$ cat src/rtl/tick_counter.sv
`default_nettype none
// ============================================================================
//  Module      : tick_counter
//  Description : Up-counter with parallel load, wrap indicator and a
//                combinational compare output. Produces the periodic event
//                bits (wrap, match) of the tick path.
//                Optional macro TICK_COUNTER_SATURATE_EN selects a saturating
//                counter with a sticky wrap level instead of a modulo counter
//                with a one-cycle wrap pulse.
//  Revision    : 1.0 - initial release
// ============================================================================
module tick_counter #(
    parameter int WIDTH = 8
) (
    input  logic             clk,
    input  logic             rst_n,
    input  logic             en,
    input  logic             load,
    input  logic [WIDTH-1:0] load_val,
    input  logic [WIDTH-1:0] cmp_val,
    output logic [WIDTH-1:0] out,
    output logic             wrap,
    output logic             match
);

    localparam logic [WIDTH-1:0] C_ALL_ONES = '1;
    localparam logic [WIDTH-1:0] C_ONE      = {{(WIDTH-1){1'b0}}, 1'b1};

    logic [WIDTH-1:0] count_q;
    logic [WIDTH-1:0] count_d;
    logic             wrap_q;
    logic             wrap_d;

`ifdef TICK_COUNTER_SATURATE_EN
    // SAT is entered on an enabled increment at all-ones and left only by
    // a load or reset; while in SAT the count is pinned at all-ones.
    typedef enum logic [0:0] {
        MODE_RUN = 1'b0,
        MODE_SAT = 1'b1
    } mode_t;

    mode_t mode_q;
    mode_t mode_d;

    // Next-state: load beats everything, SAT holds a sticky wrap level.
    always_comb begin
        count_d = count_q;
        wrap_d  = 1'b0;
        mode_d  = mode_q;
        if (load) begin
            count_d = load_val;
            mode_d  = MODE_RUN;
        end else if (mode_q == MODE_SAT) begin
            wrap_d  = 1'b1;
        end else if (en) begin
            if (count_q == C_ALL_ONES) begin
                wrap_d = 1'b1;
                mode_d = MODE_SAT;
            end else begin
                count_d = count_q + C_ONE;
            end
        end
    end

    // Mode register, cleared to RUN asynchronously.
    always_ff @(posedge clk or negedge rst_n) begin
        if (!rst_n) begin
            mode_q <= MODE_RUN;
        end else begin
            mode_q <= mode_d;
        end
    end
`else
    // Next-state: load beats enable; rollover to zero raises a single-cycle pulse.
    always_comb begin
        count_d = count_q;
        wrap_d  = 1'b0;
        if (load) begin
            count_d = load_val;
        end else if (en) begin
            count_d = count_q + C_ONE;
            wrap_d  = (count_q == C_ALL_ONES);
        end
    end
`endif

    // Count and wrap registers, cleared asynchronously by reset.
    always_ff @(posedge clk or negedge rst_n) begin
        if (!rst_n) begin
            count_q <= '0;
            wrap_q  <= 1'b0;
        end else begin
            count_q <= count_d;
            wrap_q  <= wrap_d;
        end
    end

    assign out   = count_q;
    assign wrap  = wrap_q;
    // Live compare: follows cmp_val changes within the cycle.
    assign match = (count_q == cmp_val);

endmodule
`default_nettype wire

$ cat config.mk
export PLATFORM = sky130hd
export DESIGN_NAME = tick_counter
export DESIGN_NICKNAME = d
export VERILOG_FILES = /design/src/rtl/tick_counter.sv
export SDC_FILE = /design/constraint.sdc
export NUM_CORES = 1
export LEC_CHECK = 0
export BUFFER_PORTS_ARGS = -buffer_cell sky130_fd_sc_hd__buf_2
export CAP_MARGIN = 20
export CORE_AREA = 2 2 39 41
export CTS_CLUSTER_DIAMETER = 80
export DETAILED_ROUTE_END_ITERATION = 12
export DIE_AREA = 0 0 41 43
export PLACE_DENSITY = 0.89
export RECOVER_POWER = 25
export SYNTH_ARGS = -nofsm -noshare
export SYNTH_HDL_FRONTEND = slang
export SYNTH_SLANG_ARGS = --single-unit
$ cat constraint.sdc
create_clock -name clk -period 2.63 [get_ports clk]
set_clock_uncertainty 0.2 [all_clocks]
set_input_delay 0.526 -clock clk [delete_from_list [all_inputs] [get_ports clk]]
set_output_delay 0.526 -clock clk [all_outputs]
set_load 0.05 [all_outputs]
==> results of run 1 <==
## logic make-up after synthesis
kind of cell    after synthesis
simple gates                 29
xor+xnor                     12
flops                         9
compound gates                8
buf+inv                       4
mux                           1
fa+ha+maj                     1
## layer usage
metal,part of all wire,vias up
li1,-,286
met1,0.41,255
met2,0.50,20
met3,0.064,2
met4,0.019,0
met5,0,-
## power breakdown
group / total, mW / switching (mW) / leakage [nW] / internal [mW]
combinational: 0.135 / 0.0855 / 0.222 / 0.0493
sequential: 0.179 / 0.0274 / 0.111 / 0.152
clock: 0.109 / 0.0504 / 0.0150 / 0.0586
total: 0.423 / 0.163 / 0.348 / 0.260
## worst reg2reg max path, delay by kind of cell, from the launching register on
kind          cells  cell delay [ns]
fa+ha+maj         1             0.23
flops             1             0.49
simple gates      3             0.68
## registers in the layout (all words and copies together), names as in the netlist
name and cells:
wrap 1, out 8
## worst max path at each step
stage | start | to | slack, ns | cells past startpoint
CTS | out[4] | match | 0.49 | 4
global route | out[0] | match | 0.37 | 4
floorplan | out[2] | match | 0.20 | 4
global placement | cmp_val[7] | match | 0.68 | 5
detailed placement | cmp_val[7] | match | 0.65 | 5
finish | out[0] | match | 0.51 | 4
## cell usage after synthesis (all sizes together)
library cell	count	area [µm²]
nor4	1	6.26
or4	3	22.5
buf	4	27.5
o21ai	8	40.0
dfrtp	9	225
nand2	10	37.5
nor2	1	3.75
mux2i	1	10.0
xor2	3	26.3
nor2b	3	18.8
nand4	6	43.8
nand3	5	25.0
xnor2	9	78.8
ha	1	12.5
## cells in the final DEF (no fill, tap or decap), drive strengths merged
master	Yosys	routed
nor2b	3	3
mux2i	1	1
xor2	3	3
xnor2	9	9
or4	3	3
nand4	6	6
buf	4	28
ha	1	1
o21ai	8	8
dfrtp	9	9
nor4	1	1
nand2	10	10
clkbuf	0	5
dlygate4sd3	0	1
nor2	1	1
nand3	5	5
## final cells by class
class	instances	area share
multi-input combinational	51	0.433
sequential	9	0.300
timing repair buffer	30	0.205
clock buffer	4	0.0350
tap	16	0.0267
## through the flow
stage          worst slack, ns  instances   util  hold WS (ns)
2_1_floorplan            0.199         64      -        0.0304
3_3_place_gp             0.680        105  0.517         0.184
3_5_place_dp             0.646        105  0.517         0.188
4_1_cts                  0.490        110  0.543         0.260
5_1_grt                  0.365        110  0.542         0.268
6_report                 0.510        110  0.542         0.263
## timing repair
action / in CTS / in global routing
hold buffers: 1 / 0
hold endpoints to repair: 9 / 0
resized for setup: 0 / 0
==> reports/metrics.cfg, run 1 <==
[global_routing]
track_usage=0.167
top_usage_layer=met2
grtUsageMet1=0.205
grt_pass1_vias=468
grt_pass1_wl_mm=1.96
antenna_found_initial=0
met3_usage=0.0471
met2_usage=0.256
globalRoute.totalOverflow=0
grt_max_degree=21

[clocking]
tritoncts=done
htreeDepth=1
insertion_delay_ns=0.26
path_clk_slew_ns=0.06
numClockSinks=9
post-cts-setup-buffers=0
cts_buffer_depth=2
cts_buffers=3
cts-root-buf=clkbuf_4

[sta]
setup_viol=0
fin_crit_sh=0.806
rsz0062_at_grt=no
max_freq_mhz=472
finalHoldViolCount=0
slew_viol_final=0
maxSlewHeadroom=0.672
tightest_slew_ns=0.491
period_needed_ns=2.12
fin_setup_tns_ns=0

[place]
hpwl_um=941
place_congestion=0.751
port_buffers=29
placed_cell_area_um2=716

[synthesis]
synthAdderAreaFrac=0.0216
synth_top_family_by_area=simple AND/OR/NAND/NOR gates
syn-cell-area_um2=578
syn_avg_cell_area_um2=9.03
synth_compound_area_frac=0.0693
seq_area_frac_synth=0.390
synth-simple-area-share=0.273
synthMuxAreaShare=0.0173
synth_nets=85
ys_types=16
yosysWarningCount=0
netlist_instances=64
synth_seq_cells=9
synthXorXnorAreaFrac=0.182

[floorplan]
initial_core_util=0.418
ios=30
die_h_um=43
die-area_um2=1760
core_um2=1380
rows=14
die_w_um=41

[worst_setup_path]
timing.rr.start=out[0]
start_kind=flop
regToRegEndpoint=out[6]
critPathBufInv=1
cp_cell_sequence=xnor2_1, nand4_1, nor2_1, buf_2
required_ns=1.90
worst_setup_path_end_kind=output port
slowest_delay_ns=0.47
crit_arrival_ns=1.39
cp_max_fo=7
cpLargestDelayFamily=flip-flops
critical_path_class=flop to output port
cpMaxStageDelayCell=dfrtp_1
r2r_slack_ns=0.98
rr_worst_depth=4

[route]
drtIter0Drc=2
vias=563
vias_per_cell=5.12
final_antenna_net_count=0
drc_errors=0
drt-pass1-iter-count=3
routed_wl_mm=1.23
routedWlPerCell_um=11.2

[final_layout]
antennaDiodeCount=0
final_nets=116
ff_latch_area_um2=225
design_area_um2=751
multiInputGateArea_um2=325
fill_cells=123
drive_gt1_frac=0.340
syn_to_final_growth_pct=29.9

[worst_hold_path]
holdPathEnd=out[1]
min_from=load_val[1]
holdCritPathClass=primary input to flop
whs_path_depth=3

[pwr]
max-vdd-ir-drop_mv=0.337
power_density_nw_per_um2=563
fin_total_pwr_mw=0.423
leakagePower_nw=0.348

[run]
max-cap-violations=0

[outcome]
status=complete, no violations

Note: power is estimated with default switching activity, not from simulation.
==> inputs of run 2 (changes only) <==
--- a/config.mk
+++ b/config.mk
@@ -5,13 +5,13 @@
 export SDC_FILE = /design/constraint.sdc
 export NUM_CORES = 1
 export LEC_CHECK = 0
+export ABC_AREA = 1
 export BUFFER_PORTS_ARGS = -buffer_cell sky130_fd_sc_hd__buf_2
 export CAP_MARGIN = 20
-export CORE_AREA = 2 2 39 41
+export CORE_UTILIZATION = 41
 export CTS_CLUSTER_DIAMETER = 80
 export DETAILED_ROUTE_END_ITERATION = 12
-export DIE_AREA = 0 0 41 43
-export PLACE_DENSITY = 0.89
+export PLACE_DENSITY = 0.85
 export RECOVER_POWER = 25
 export SYNTH_ARGS = -nofsm -noshare
 export SYNTH_HDL_FRONTEND = slang
==> constraint.sdc (replaced) <==
create_clock -name clk -period 1.95 [get_ports clk]
set_clock_uncertainty 0.2 [all_clocks]
set_input_delay 0.39 -clock clk [delete_from_list [all_inputs] [get_ports clk]]
set_output_delay 0.39 -clock clk [all_outputs]
set_load 0.05 [all_outputs]
==> run 2 against run 1 <==
- non-clock buffer count is 10 higher
- via count grew 48%
- hold slack lost 0.12 ns
- first-iteration DRC count rose to 15 times the previous value
- combinational power up 100%
- sequential power is 29% higher
- worst setup slack worse by 0.44 ns
- cell area increased by 31%
- clock power grew 39%
- power rose by 56%
- critical endpoint unchanged
- final cell count is 50% higher
==> reports/metrics.cfg, run 2 <==
[floorplan]
die-area_um2=1870
rows=14
ios=30
core_um2=1540
initial_core_util=0.454
die_h_um=43.3
die_w_um=43.3

[synthesis]
synth_nets=128
syn_avg_cell_area_um2=6.54
async_flop_share=1.00
yosysWarningCount=0
synth_common_cells=35 x nand2_1, 13 x inv_1, 12 x nor2_1, 10 x nand3_1, 9 x dfrtp_1
netlist_instances=107
seq_area_frac_synth=0.322
synth_top_area_cell=dfrtp_1
yosysMostFrequentCell=nand2_1
ys_types=19
synth_seq_cells=9
synth_edf_count=0
synthTopCellsByArea=dfrtp_1 32%, nand2_1 19%, nand3_1 7.2%
syn-cell-area_um2=699
synth_top_area_share=0.322
synthFlopType=dfrtp_1

[worst_setup_path]
critical_path_class=flop to output port
worst_setup_path_end_kind=output port
crit_arrival_ns=1.29
startpoint=out[1]
timing.rr.start=out[1]
start_kind=flop
required_ns=1.36
cp_max_fo=5

[global_routing]
globalRoute.totalOverflow=0
grt_pass1_vias=783
antenna_found_initial=0
grt_pass1_wl_mm=3.10
track_usage=0.220
grt_max_degree=10

[clocking]
cts_buffers=3
insertion_delay_ns=0.27
tritoncts=done
cts_buffer_depth=2
cts-root-buf=clkbuf_4
htreeDepth=1
path_clk_slew_ns=0.06
numClockSinks=9

[sta]
setup_viol=0
rsz0062_at_grt=yes
slew_viol_final=0
max_freq_mhz=532
whs_ns=0.142
tightest_slew_ns=0.501
period_needed_ns=1.88
fin_crit_sh=0.964
maxSlewHeadroom=0.666
finalHoldViolCount=0

[place]
hpwl_mm=1.35
place_inst=151
placed_cell_area_um2=865
port_buffers=29
place_congestion=0.786

[final_layout]
syn_to_final_growth_pct=40.1
antennaDiodeCount=0
design_area_um2=980
layout_common_cells=35 x nand2_1, 27 x buf_2, 11 x inv_1
final_cells=165
fill_cells=139
drive_gt1_frac=0.430
largest_reg_flops=8
final_common_cell=nand2_1
final_nets=171

[pwr]
leakagePower_nw=0.553
max-vdd-ir-drop_mv=0.423
power_density_nw_per_um2=672
fin_total_pwr_mw=0.658

[route]
vias=834
drt-pass1-iter-count=4
routedWlPerCell_um=11.1
drc_errors=0
drtIter0Drc=29
routed_wl_mm=1.82
vias_per_cell=5.05
final_antenna_net_count=0

[worst_hold_path]
min_from=load_val[1]
holdCritPathClass=primary input to flop

[outcome]
status=complete, no violations

[run]
max-cap-violations=0

run 2: changes by cell type after synthesis, moves of 5 or more:
| cell | previous run | this run |
|---|---|---|
| xnor2_1 | 9 | 0 |
| o21ai_0 | 8 | 1 |
| nand2_1 | 10 | 35 |
| nand3_1 | 5 | 10 |
| nor2_1 | 1 | 12 |
| inv_1 | 0 | 13 |
| nand4_1 | 5 | 0 |
| a22oi_1 | 0 | 5 |
run 2: layer usage:
metal  wire, µm  GRT usage  share of wire
met3        100     0.0553          0.055
met4         24     0.0970          0.013
met5          0          0              0
met1        790      0.257           0.43
met2        908      0.376           0.50
run 2: logic make-up after synthesis:
group,after synthesis,share of synthesized area
xor gates and xnor gates,2,0.0250
and+or+nand+nor,66,0.417
adders and majority gates,1,0.0179
buffers and inverters,19,0.118
DFF,9,0.322
AOI/OAI and AO/OA,10,0.100
run 2: worst max-delay path, stage by stage, from the launching register on:
cell,delay [ns]
dfrtp_2,0.44
nor2_2,0.10
nor2_1,0.05
nor2_1,0.10
nand2_1,0.09
nor2_4,0.09
buf_6,0.16
run 2: cell type report:
type	count	area [µm²]	share of cell area
Clock buffer	4	26.3	0.0268
Inverter	17	63.8	0.0651
Multi-Input combinational cell	79	402	0.410
Sequential cell	9	233	0.238
Tap cell	16	20.0	0.0204
Timing Repair Buffer	40	235	0.240
run 2: where the power goes:
| part | internal (mW) | total (mW) | switching [mW] | leakage (nW) |
|---|---|---|---|---|
| logic | 0.100 | 0.275 | 0.175 | 0.435 |
| registers | 0.208 | 0.231 | 0.0227 | 0.104 |
| clock network | 0.0793 | 0.152 | 0.0728 | 0.0150 |
| total | 0.388 | 0.658 | 0.271 | 0.553 |
run 2: worst paths after layout:
path / end / slack [ns] / cells past startpoint
setup / recovery: match / 0.07 / 6
hold / removal: out[1] / 0.14 / 3
setup reg to reg: out[6] / 0.47 / 7
hold reg to reg: wrap / 0.38 / 2
max in group asynchronous: out[7] / 0.78 / 2
min in group asynchronous: out[4] / 0.40 / 2
run 2: stage by stage:
| step | setup TNS (ns) | worst slack [ns] | util |
|---|---|---|---|
| 3_3_place_gp | 0 | 0.228 | 0.561 |
| 3_5_place_dp | 0 | 0.168 | 0.561 |
| 6_report | 0 | 0.0705 | 0.636 |
| 5_1_grt | -0.0167 | -0.0167 | 0.636 |
| 4_1_cts | 0 | 0.00535 | 0.593 |
| 2_1_floorplan | 0 | 0.0154 | - |
run 2: repair_timing:
action	4_1_cts	5_1_grt
setup buffers	1	8
pin swaps	0	2
endpoints found under the setup margin	1	1
endpoints found under the hold margin	9	0
hold buffers	1	0
resized for setup	3	5
==> inputs of run 3 (changes only) <==
--- a/config.mk
+++ b/config.mk
@@ -8,10 +8,12 @@
 export ABC_AREA = 1
 export BUFFER_PORTS_ARGS = -buffer_cell sky130_fd_sc_hd__buf_2
 export CAP_MARGIN = 20
-export CORE_UTILIZATION = 41
+export CELL_PAD_IN_SITES_DETAIL_PLACEMENT = 1
+export CELL_PAD_IN_SITES_GLOBAL_PLACEMENT = 2
+export CORE_UTILIZATION = 21
 export CTS_CLUSTER_DIAMETER = 80
 export DETAILED_ROUTE_END_ITERATION = 12
-export PLACE_DENSITY = 0.85
+export PLACE_DENSITY = 0.72
 export RECOVER_POWER = 25
 export SYNTH_ARGS = -nofsm -noshare
 export SYNTH_HDL_FRONTEND = slang
==> run 3 against run 2 <==
- power shrank 2.1%
- clock power down 4%
- worst setup slack better by 0.0021 ns
- flip-flop and latch count unchanged
- global-route usage decreased by 9.1 points
- largest power group unchanged
- maximum frequency grew 0.11%
- final cell count rose by 16%
- clock-buffer cell count did not move
- cell area is 2.2% higher
- utilization down 31 points
- critical path depth unchanged
- critical path type unchanged
==> reports/metrics.cfg, run 3 (synthesized netlist as in run 2, its figures left out) <==
[global_routing]
antenna_found_initial=0
grt_pass1_vias=806
track_usage=0.129
grt_pass1_wl_mm=3.37
globalRoute.totalOverflow=0
grt_max_degree=10

[clocking]
path_clk_slew_ns=0.07
cts_buffers=3
tritoncts=done
htreeDepth=1
cts_buffer_depth=2
numClockSinks=9
insertion_delay_ns=0.25
cts-root-buf=clkbuf_4

[final_layout]
final_nets=169
antennaDiodeCount=0
ff_latch_area_um2=230
syn_to_final_growth_pct=43.1
multiInputGateArea_um2=402
layout_common_cells=35 x nand2_1, 27 x buf_2, 13 x inv_1
final_util=0.323
fill_cells=426
largest_reg_flops=8
drive_gt1_frac=0.395
final_common_cell=nand2_1

[worst_setup_path]
critical_path_class=flop to output port
cp_cell_sequence=nand2_1, nand2_1, nor2_1, nand2_1, nor2_4, buf_8
cp_max_fo=3
slowest_delay_ns=0.43
worst_setup_path_end_kind=output port
timing.rr.start=out[1]
cpMaxStageDelayCell=dfrtp_2
rr_worst_depth=7
cpLargestDelayFamily=simple AND/OR/NAND/NOR gates
r2r_slack_ns=0.49
crit_arrival_ns=1.29
start_kind=flop
regToRegEndpoint=out[6]
critPathBufInv=1
cpMostUsedCell=nand2_1
required_ns=1.36

[pwr]
max-vdd-ir-drop_mv=0.205
power_density_nw_per_um2=644
leakagePower_nw=0.548
fin_total_pwr_mw=0.645

[worst_hold_path]
min_from=load_val[1]
whs_path_depth=3
holdCritPathClass=primary input to flop
holdPathEnd=out[1]

[route]
top_layer=met4
drc_errors=0
wl_met2_mm=1.07
wl_met3_um=82
final_antenna_net_count=0
drt-met1-wl_um=883
drt-pass1-iter-count=4
vias_per_cell=4.29
vias=819
drtIter0Drc=6
routedWlPerCell_um=10.8
routed_wl_mm=2.06

[floorplan]
die-area_um2=3570
die_w_um=59.7
core_um2=3100
rows=20
die_h_um=59.7
ios=30
initial_core_util=0.225

[sta]
setup_viol=0
period_needed_ns=1.88
max_freq_mhz=533
finalHoldViolCount=0
tightest_slew_ns=0.542
whs_ns=0.152
maxSlewHeadroom=0.638
slew_viol_final=0
fin_crit_sh=0.963
rsz0062_at_grt=yes
fin_setup_tns_ns=0

[run]
max-cap-violations=0

[place]
port_buffers=29
place_congestion=0.750
hpwl_mm=1.71

[outcome]
status=complete, no violations

-- run 3: per-stage QoR --
stage	setup WS, ns	instance area (µm²)	std cells
final	0.0726	1000	191
after global routing	-0.00391	1000	191
after CTS	0.0000638	965	187
after detailed placement	0.161	922	182
after global placement	0.172	922	182
after floorplan	0.0154	711	107
-- run 3: repair_timing --
action / CTS / global route
resized for setup: 2 / 3
hold endpoints to repair: 9 / 0
pin swaps: 0 / 8
hold buffers: 1 / 0
setup endpoints to repair: 1 / 1
buffers inserted: 0 / 4
-- run 3: final cells by class --
cell class	instances	share of cell area
clock buffers	4	0.0263
inverters	17	0.0638
multi-input cells	79	0.401
flip-flops and latches	9	0.230
well taps	44	0.0550
repair buffers	38	0.224
-- run 3: worst max-delay path by stage --
stage / cells past startpoint / end / from
6_report: 6 / match / out[2]
5_1_grt: 7 / match / out[1]
4_1_cts: 6 / match / out[6]
3_5_place_dp: 7 / match / cmp_val[6]
3_3_place_gp: 7 / match / cmp_val[6]
2_1_floorplan: 6 / match / out[5]
-- run 3: metal layers --
layer  up-vias  GRT usage
met1       387      0.143
met5         -          0
li1        412          -
met3         2     0.0260
met4         0     0.0498
met2        18      0.238
-- run 3: power breakdown --
group          leakage (nW)  switching [mW]  total, mW  internal [mW]
combinational         0.427           0.176      0.271         0.0944
sequential            0.106          0.0214      0.229          0.207
clock                0.0150          0.0669      0.146         0.0788
-- run 3: worst min-delay path: cells and delay by family --
family | cells | cell delay [ns]
AND/OR/NAND/NOR | 2 | 0.11
buffers and inverters | 1 | 0.08
